**src/rtl/serial_frame_tx.sv**
```systemverilog
// serial_frame_tx: port-addressed serial frame transmitter.
// Optional even-parity bit after the payload: define PARITY_EN.
module serial_frame_tx #(
    parameter int   CNT_W    = 4,
    parameter int   DATA_W   = 2**CNT_W-1,
    parameter logic IDLE_LVL = 1'b1
) (
    input  logic              clk,
    input  logic              rst,
    input  logic              clkEn,
    input  logic              start,
    input  logic [1:0]        port_num,
    input  logic [CNT_W-1:0]  data_num,
    input  logic [DATA_W-1:0] data_word,
    output logic              SerOut,
    output logic              busy,
    output logic              done,
    output logic [CNT_W-1:0]  remaining
);

    typedef enum logic [2:0] {
        S_IDLE,
        S_START,
        S_PORT,
        S_NUM,
        S_DATA
`ifdef PARITY_EN
        , S_PAR
`endif
    } state_t;

    // State entered once the last payload (or count) bit has been sent.
`ifdef PARITY_EN
    localparam state_t TAIL = S_PAR;
`else
    localparam state_t TAIL = S_IDLE;
`endif

    localparam logic [CNT_W-1:0] NUM_LAST = CNT_W'(CNT_W-1);
    localparam logic [CNT_W-1:0] ONE      = CNT_W'(1);

    state_t              state_q, state_d;
    logic [1:0]          port_sr_q, port_sr_d;
    logic [CNT_W-1:0]    num_sr_q, num_sr_d;
    logic [CNT_W-1:0]    num_q, num_d;
    logic [DATA_W-1:0]   data_sr_q, data_sr_d;
    logic [CNT_W-1:0]    cnt_q, cnt_d;
    logic [CNT_W-1:0]    rem_q, rem_d;
    logic                ser_q, ser_d;
    logic                busy_q, busy_d;
    logic                done_q, done_d;
`ifdef PARITY_EN
    logic                par_q, par_d;
`endif

    // State and datapath registers; everything advances only on clkEn ticks.
    always_ff @(posedge clk) begin
        if (rst) begin
            state_q   <= S_IDLE;
            port_sr_q <= '0;
            num_sr_q  <= '0;
            num_q     <= '0;
            data_sr_q <= '0;
            cnt_q     <= '0;
            rem_q     <= '0;
            ser_q     <= IDLE_LVL;
            busy_q    <= 1'b0;
            done_q    <= 1'b0;
`ifdef PARITY_EN
            par_q     <= 1'b0;
`endif
        end else if (clkEn) begin
            state_q   <= state_d;
            port_sr_q <= port_sr_d;
            num_sr_q  <= num_sr_d;
            num_q     <= num_d;
            data_sr_q <= data_sr_d;
            cnt_q     <= cnt_d;
            rem_q     <= rem_d;
            ser_q     <= ser_d;
            busy_q    <= busy_d;
            done_q    <= done_d;
`ifdef PARITY_EN
            par_q     <= par_d;
`endif
        end
    end

    // Next-state: walk the frame fields, skipping DATA on a zero count.
    always_comb begin
        state_d = state_q;
        unique case (state_q)
            S_IDLE:  if (start) state_d = S_START;
            S_START: state_d = S_PORT;
            S_PORT:  if (cnt_q == ONE) state_d = S_NUM;
            S_NUM: begin
                if (cnt_q == NUM_LAST)
                    state_d = (num_q != '0) ? S_DATA : TAIL;
            end
            S_DATA:  if (rem_q == ONE) state_d = TAIL;
            default: state_d = S_IDLE;
        endcase
    end

    // Output/datapath: pick the bit for the next period and shift it out.
    always_comb begin
        port_sr_d = port_sr_q;
        num_sr_d  = num_sr_q;
        num_d     = num_q;
        data_sr_d = data_sr_q;
        cnt_d     = cnt_q;
        rem_d     = rem_q;
        ser_d     = ser_q;
        busy_d    = busy_q;
        done_d    = done_q;
`ifdef PARITY_EN
        par_d     = par_q;
`endif
        unique case (state_q)
            S_IDLE: begin
                done_d = 1'b0;
                ser_d  = IDLE_LVL;
                if (start) begin
                    port_sr_d = port_num;
                    num_sr_d  = data_num;
                    num_d     = data_num;
                    data_sr_d = data_word;
                    ser_d     = ~IDLE_LVL;
                    busy_d    = 1'b1;
                    cnt_d     = '0;
`ifdef PARITY_EN
                    par_d     = 1'b0;
`endif
                end
            end
            S_START: begin
                ser_d     = port_sr_q[1];
                port_sr_d = {port_sr_q[0], 1'b0};
            end
            S_PORT: begin
                cnt_d = cnt_q + ONE;
                if (state_d == S_NUM) begin
                    ser_d    = num_sr_q[CNT_W-1];
                    num_sr_d = num_sr_q << 1;
                    cnt_d    = '0;
                end else begin
                    ser_d     = port_sr_q[1];
                    port_sr_d = {port_sr_q[0], 1'b0};
                end
            end
            S_NUM: begin
                cnt_d = cnt_q + ONE;
                if (state_d == S_NUM) begin
                    ser_d    = num_sr_q[CNT_W-1];
                    num_sr_d = num_sr_q << 1;
                end else if (state_d == S_DATA) begin
                    ser_d     = data_sr_q[0];
                    data_sr_d = data_sr_q >> 1;
                    rem_d     = num_q;
                end
            end
            S_DATA: begin
                rem_d = rem_q - ONE;
                if (state_d == S_DATA) begin
                    ser_d     = data_sr_q[0];
                    data_sr_d = data_sr_q >> 1;
                end
            end
            default: ;
        endcase
`ifdef PARITY_EN
        // Parity covers every bit after the start bit.
        if (state_q inside {S_PORT, S_NUM, S_DATA})
            par_d = par_q ^ ser_q;
        if (state_d == S_PAR && state_q != S_PAR)
            ser_d = par_q ^ ser_q;
`endif
        if (state_d == S_IDLE && state_q != S_IDLE) begin
            ser_d  = IDLE_LVL;
            busy_d = 1'b0;
            done_d = 1'b1;
        end
    end

    assign SerOut    = ser_q;
    assign busy      = busy_q;
    assign done      = done_q;
    assign remaining = rem_q;

endmodule
```
**config.mk**
```make
export PLATFORM = sky130hd
export DESIGN_NAME = serial_frame_tx
export DESIGN_NICKNAME = d
export VERILOG_FILES = /design/src/rtl/serial_frame_tx.sv
export SDC_FILE = /design/constraint.sdc
export NUM_CORES = 1
export LEC_CHECK = 0
export CAP_MARGIN = 20
export CORE_MARGIN = 5
export CORE_UTILIZATION = 54
export CTS_CLUSTER_SIZE = 30
export DETAILED_ROUTE_END_ITERATION = 8
export GPL_TIMING_DRIVEN = 0
export HOLD_SLACK_MARGIN = 0.08
export PLACE_DENSITY = 0.86
export SLEW_MARGIN = 20
export SYNTH_ARGS = -nofsm -noshare
export SYNTH_HDL_FRONTEND = slang
export SYNTH_SLANG_ARGS = --single-unit
```
**constraint.sdc**
```tcl
create_clock -name clk -period 2.6 [get_ports clk]
set_clock_uncertainty 0.2 [all_clocks]
set_input_delay 0.26 -clock clk [delete_from_list [all_inputs] [get_ports clk]]
set_output_delay 0.26 -clock clk [all_outputs]
set_load 0.1 [all_outputs]
```
==> report_table.html <==
<table>
<tr><th>Metric</th><th>Value</th></tr>
<tr><th colspan="2">Status</th></tr>
<tr><td>Result of the run</td><td>complete, no violations</td></tr>
<tr><th colspan="2">Finish</th></tr>
<tr><td>Layout area overhead</td><td>22.7%</td></tr>
<tr><td>Fraction of layout cells with a size suffix above 1</td><td>between 10% and 20%</td></tr>
<tr><td>Most common cell after layout, fill and taps aside</td><td>sky130_fd_sc_hd__dfxtp_1</td></tr>
<tr><td>Final #Nets</td><td>about 300</td></tr>
<tr><td>Number of antenna diodes</td><td>0</td></tr>
<tr><td>Layout fillers</td><td>roughly 320</td></tr>
<tr><td>Final Non-Filler Cells</td><td>324</td></tr>
<tr><td>Final design area excluding fillers</td><td>2690 µm²</td></tr>
<tr><td>Final cell utilization of the core</td><td>67.7%</td></tr>
<tr><td>Commonest non-fill, non-tap cells in the layout</td><td>sky130_fd_sc_hd__dfxtp_1, sky130_fd_sc_hd__clkdlybuf4s50_1, sky130_fd_sc_hd__a211oi_1</td></tr>
<tr><th colspan="2">Yosys</th></tr>
<tr><td>Cell types with the largest area share after synthesis</td><td>sky130_fd_sc_hd__dfxtp_1, sky130_fd_sc_hd__mux2i_1, sky130_fd_sc_hd__a211oi_1</td></tr>
<tr><td>#FFs+latches synth</td><td>39</td></tr>
<tr><td>Syn Std Cell Area</td><td>between 2000 and 2500 µm²</td></tr>
<tr><td>Main combinational cell family by area after synthesis</td><td>compound AO/OA/AOI/OAI gates</td></tr>
<tr><td>Area leader, netlist</td><td>sky130_fd_sc_hd__dfxtp_1</td></tr>
<tr><td>Post-synthesis xor/xnor area fraction</td><td>0.400%</td></tr>
<tr><td>Post-synthesis cell count</td><td>between 200 and 250</td></tr>
<tr><td>Async set or reset register ratio after synthesis</td><td>0%</td></tr>
<tr><td>Post-synthesis adder-cell area fraction</td><td>approximately 2.3%</td></tr>
<tr><td>Number of warnings printed during yosys synthesis</td><td>0</td></tr>
<tr><td>Fraction of synthesized area in multiplexers</td><td>10.7%</td></tr>
<tr><td>Post-synth top flop</td><td>sky130_fd_sc_hd__dfxtp_1</td></tr>
<tr><td>Area share of the leading cell type in the synthesized netlist</td><td>approximately 36%</td></tr>
<tr><td>Count of flip-flops with a built-in enable after synthesis</td><td>0</td></tr>
<tr><td>Net count of the mapped netlist</td><td>264</td></tr>
<tr><td>Synthesized-area fraction occupied by ao, oa, aoi and oai cells</td><td>27.9%</td></tr>
<tr><td>Area share of and/or/nand/nor cells after synthesis</td><td>17.3%</td></tr>
<tr><td>Average footprint of a synthesized cell</td><td>9.33 µm²</td></tr>
<tr><td>Part of the Yosys area used for sequential elements</td><td>35.6%</td></tr>
<tr><td>Count of unique library cells instantiated by Yosys</td><td>58</td></tr>
<tr><th colspan="2">Worst setup path</th></tr>
<tr><td>Reg2reg start</td><td>remaining[1]$_SDFFE_PP0P_</td></tr>
<tr><td>Worst Path Required</td><td>roughly 2.6 ns</td></tr>
<tr><td>Nature of the critical path startpoint</td><td>flip-flop</td></tr>
<tr><td>CP Launch Point</td><td>remaining[1]$_SDFFE_PP0P_</td></tr>
<tr><td>Highest fanout seen on the critical path</td><td>10</td></tr>
<tr><td>Endpoint type of the worst setup path</td><td>flip-flop</td></tr>
<tr><td>Data arrival time at the worst-slack endpoint</td><td>2.40 ns</td></tr>
<tr><td>Worst R2R Setup Slack</td><td>0.15 ns</td></tr>
<tr><td>Startpoint-to-endpoint class of the critical path</td><td>flip-flop to flip-flop</td></tr>
<tr><td>Cell depth of the worst flop-to-flop path</td><td>7</td></tr>
<tr><td>R2R Path End</td><td>data_sr_q[1]$_SDFFE_PP0P_</td></tr>
<tr><th colspan="2">Global routing</th></tr>
<tr><td>First-pass GRT wire length</td><td>between 8000 and 9000 µm</td></tr>
<tr><td>Antenna violations before repair</td><td>0</td></tr>
<tr><td>Number of global-route vias before repair</td><td>roughly 1900</td></tr>
<tr><td>Largest net degree at the start of global routing</td><td>13</td></tr>
<tr><td>Total congestion overflow after global routing</td><td>0</td></tr>
<tr><td>Global router's overall resource usage</td><td>20.4%</td></tr>
<tr><th colspan="2">Die</th></tr>
<tr><td>Initial cell density of the core</td><td>a little under three fifths</td></tr>
<tr><td>Ports placed on the boundary</td><td>32</td></tr>
<tr><td>Height of the die</td><td>73.7 µm</td></tr>
<tr><td>Die Footprint</td><td>5430 µm²</td></tr>
<tr><td>Core region area</td><td>3970 µm²</td></tr>
<tr><td>Floorplan row count</td><td>23</td></tr>
<tr><td>Width of the chip</td><td>73.7 µm</td></tr>
<tr><th colspan="2">STA</th></tr>
<tr><td>Final setup violation count</td><td>0</td></tr>
<tr><td>Share of the cycle needed by the critical path after routing</td><td>between 90% and 100%</td></tr>
<tr><td>Achievable frequency</td><td>409 MHz</td></tr>
<tr><td>Final Hold Violating Endpoints</td><td>0</td></tr>
<tr><td>RSZ-0062 raised after global routing</td><td>no</td></tr>
<tr><td>Transition time at the pin with the least slew margin</td><td>approximately 1 ns</td></tr>
<tr><td>Crit path time final</td><td>approximately 2.4 ns</td></tr>
<tr><td>Final slew viol count</td><td>0</td></tr>
<tr><td>Setup Total Neg Slack</td><td>0 ns</td></tr>
<tr><td>Tightest slew margin relative to the limit</td><td>about a third</td></tr>
<tr><th colspan="2">Power and ir drop</th></tr>
<tr><td>Final total power</td><td>1.50 mW</td></tr>
<tr><td>P_leak</td><td>1.03 nW</td></tr>
<tr><td>VDD IR max</td><td>0.000336 V</td></tr>
<tr><td>Pwr Density</td><td>558 nW/µm²</td></tr>
<tr><th colspan="2">Place</th></tr>
<tr><td>Weighted congestion at the end of routability-driven global placement</td><td>0.918</td></tr>
<tr><td>Instance area at placement</td><td>2570 µm²</td></tr>
<tr><td>Cells after DPL</td><td>316</td></tr>
<tr><td>Number of port buffers</td><td>31</td></tr>
<tr><td>Detailed placement HPWL</td><td>3770 µm</td></tr>
<tr><th colspan="2">Clocking</th></tr>
<tr><td>CTS tree</td><td>yes</td></tr>
<tr><td>Root buffer cell</td><td>sky130_fd_sc_hd__clkbuf_8</td></tr>
<tr><td>Count of instances resized after the clock tree is built</td><td>0</td></tr>
<tr><td>Total setup buffers inserted after CTS</td><td>0</td></tr>
<tr><td>Clock slew seen by the registers of the worst setup and hold paths</td><td>0.08 ns</td></tr>
<tr><td>H-tree Lvls</td><td>2</td></tr>
<tr><td>Clock network latency to the later pin of the worst-skew pair</td><td>0.29 ns</td></tr>
<tr><td>Number of buffers added by the clock tree synthesis step</td><td>5</td></tr>
<tr><td>Buffer depth of the longest clock path</td><td>2</td></tr>
<tr><td>Total number of clock tree sinks</td><td>39</td></tr>
<tr><td>Number of buffers inserted for hold repair after clock tree synthesis</td><td>0</td></tr>
<tr><th colspan="2">Drt</th></tr>
<tr><td>DRC violation count after routing</td><td>0</td></tr>
<tr><td>Detailed-route wire length per cell</td><td>16.4 µm</td></tr>
<tr><td>Routed vias/inst</td><td>6.06</td></tr>
<tr><td>Routed vias</td><td>1962</td></tr>
<tr><td>Iteration-0 DRC Markers</td><td>113</td></tr>
<tr><td>Drt pass-1 iters</td><td>4</td></tr>
<tr><td>Remaining number of nets flagged by the antenna check after routing</td><td>0</td></tr>
<tr><td>Total Routed Length</td><td>5310 µm</td></tr>
<tr><th colspan="2">Hold path</th></tr>
<tr><td>Sink of the worst hold path</td><td>done$_SDFFE_PP0P_</td></tr>
<tr><td>Startpoint of the lowest-slack hold path</td><td>done$_SDFFE_PP0P_</td></tr>
<tr><td>Cell depth of the worst hold path</td><td>2</td></tr>
<tr><td>Worst min-delay path class</td><td>flip-flop to flip-flop</td></tr>
<tr><th colspan="2">Job</th></tr>
<tr><td>Number of violations of the max-capacitance limit</td><td>0</td></tr>
</table>
registers in the layout, summed over array words and instances (netlist names):
register / flops
data_sr_q: 15
cnt_q: 4
num_q: 4
num_sr_q: 4
remaining: 4
state_q: 3
port_sr_q: 2
SerOut: 1
busy: 1
done: 1
kinds of logic (layout without fill, tap and decap cells):
family	Yosys count	after routing
flops	39	39
buf+inv	28	67
xor+xnor	1	1
mux	23	23
fa+ha+maj	4	4
simple gates	63	63
compound gates	77	77
area by class of cell:
class	count	area [µm²]	area share [%]
multi-input cells	168	1290	47.9
flip-flops and latches	39	782	29.1
repair buffers	31	310	11.5
plain buffers	20	98.8	3.67
clock buffers	6	82.6	3.07
well taps	50	62.6	2.33
clock inverters	2	35.0	1.30
inverters	8	30.0	1.12
cell usage after synthesis (all sizes together) (3+ instances only):
master and instances:
dfxtp 39, a211oi 30, mux2i 19, a21oi 11, clkbuf 11, nor2 11, buf 9, nand2 9
inv 8, nand2b 8, o21ai 8, nor2b 6, a31oi 4, ha 4, mux2 4, nand3 4
nor3 3, nor3b 3, or3b 3, or4 3
where the power goes:
part           leakage (nW)  switching, mW  total (mW)  internal, mW
Sequential            0.320         0.0240       0.659         0.635
Clock                0.0612          0.218       0.529         0.311
Combinational         0.650          0.178       0.314         0.136
critical path, cell delays in order, from the launching register on:
cell                       delay [ns]
sky130_fd_sc_hd__dfxtp_1         0.36
sky130_fd_sc_hd__inv_1           0.11
sky130_fd_sc_hd__ha_1            0.14
sky130_fd_sc_hd__or3b_2          0.48
sky130_fd_sc_hd__o211a_1         0.31
sky130_fd_sc_hd__buf_2           0.21
sky130_fd_sc_hd__a211oi_1        0.40
sky130_fd_sc_hd__a211oi_2        0.10
worst max path at each step:
stage,to,slack (ns),cells past startpoint
detailed placement,num_sr_q[2]$_SDFFE_PP0P_,0.11,5
global route,data_sr_q[1]$_SDFFE_PP0P_,0.09,7
global placement,num_sr_q[2]$_SDFFE_PP0P_,0.17,5
CTS,num_sr_q[2]$_SDFFE_PP0P_,0.09,5
floorplan,data_sr_q[0]$_SDFFE_PP0P_,0.04,7
finish,data_sr_q[1]$_SDFFE_PP0P_,0.15,7
through the flow:
stage / hold slack (ns) / setup WS, ns
2_1_floorplan: 0.204 / 0.0434
6_report: 0.282 / 0.153
3_3_place_gp: 0.266 / 0.174
5_1_grt: 0.318 / 0.0885
3_5_place_dp: 0.277 / 0.106
4_1_cts: 0.288 / 0.0851
per-layer routing:
layer / GRT usage (%) / part of all wire, % / vias up
li1: - / - / 972
met1: 25.6 / 46 / 924
met2: 33.3 / 48 / 58
met3: 3.97 / 4.4 / 8
met4: 9.66 / 1.6 / 0
met5: 0 / 0 / -
No activity file was read; power rests on OpenSTA's default activity.
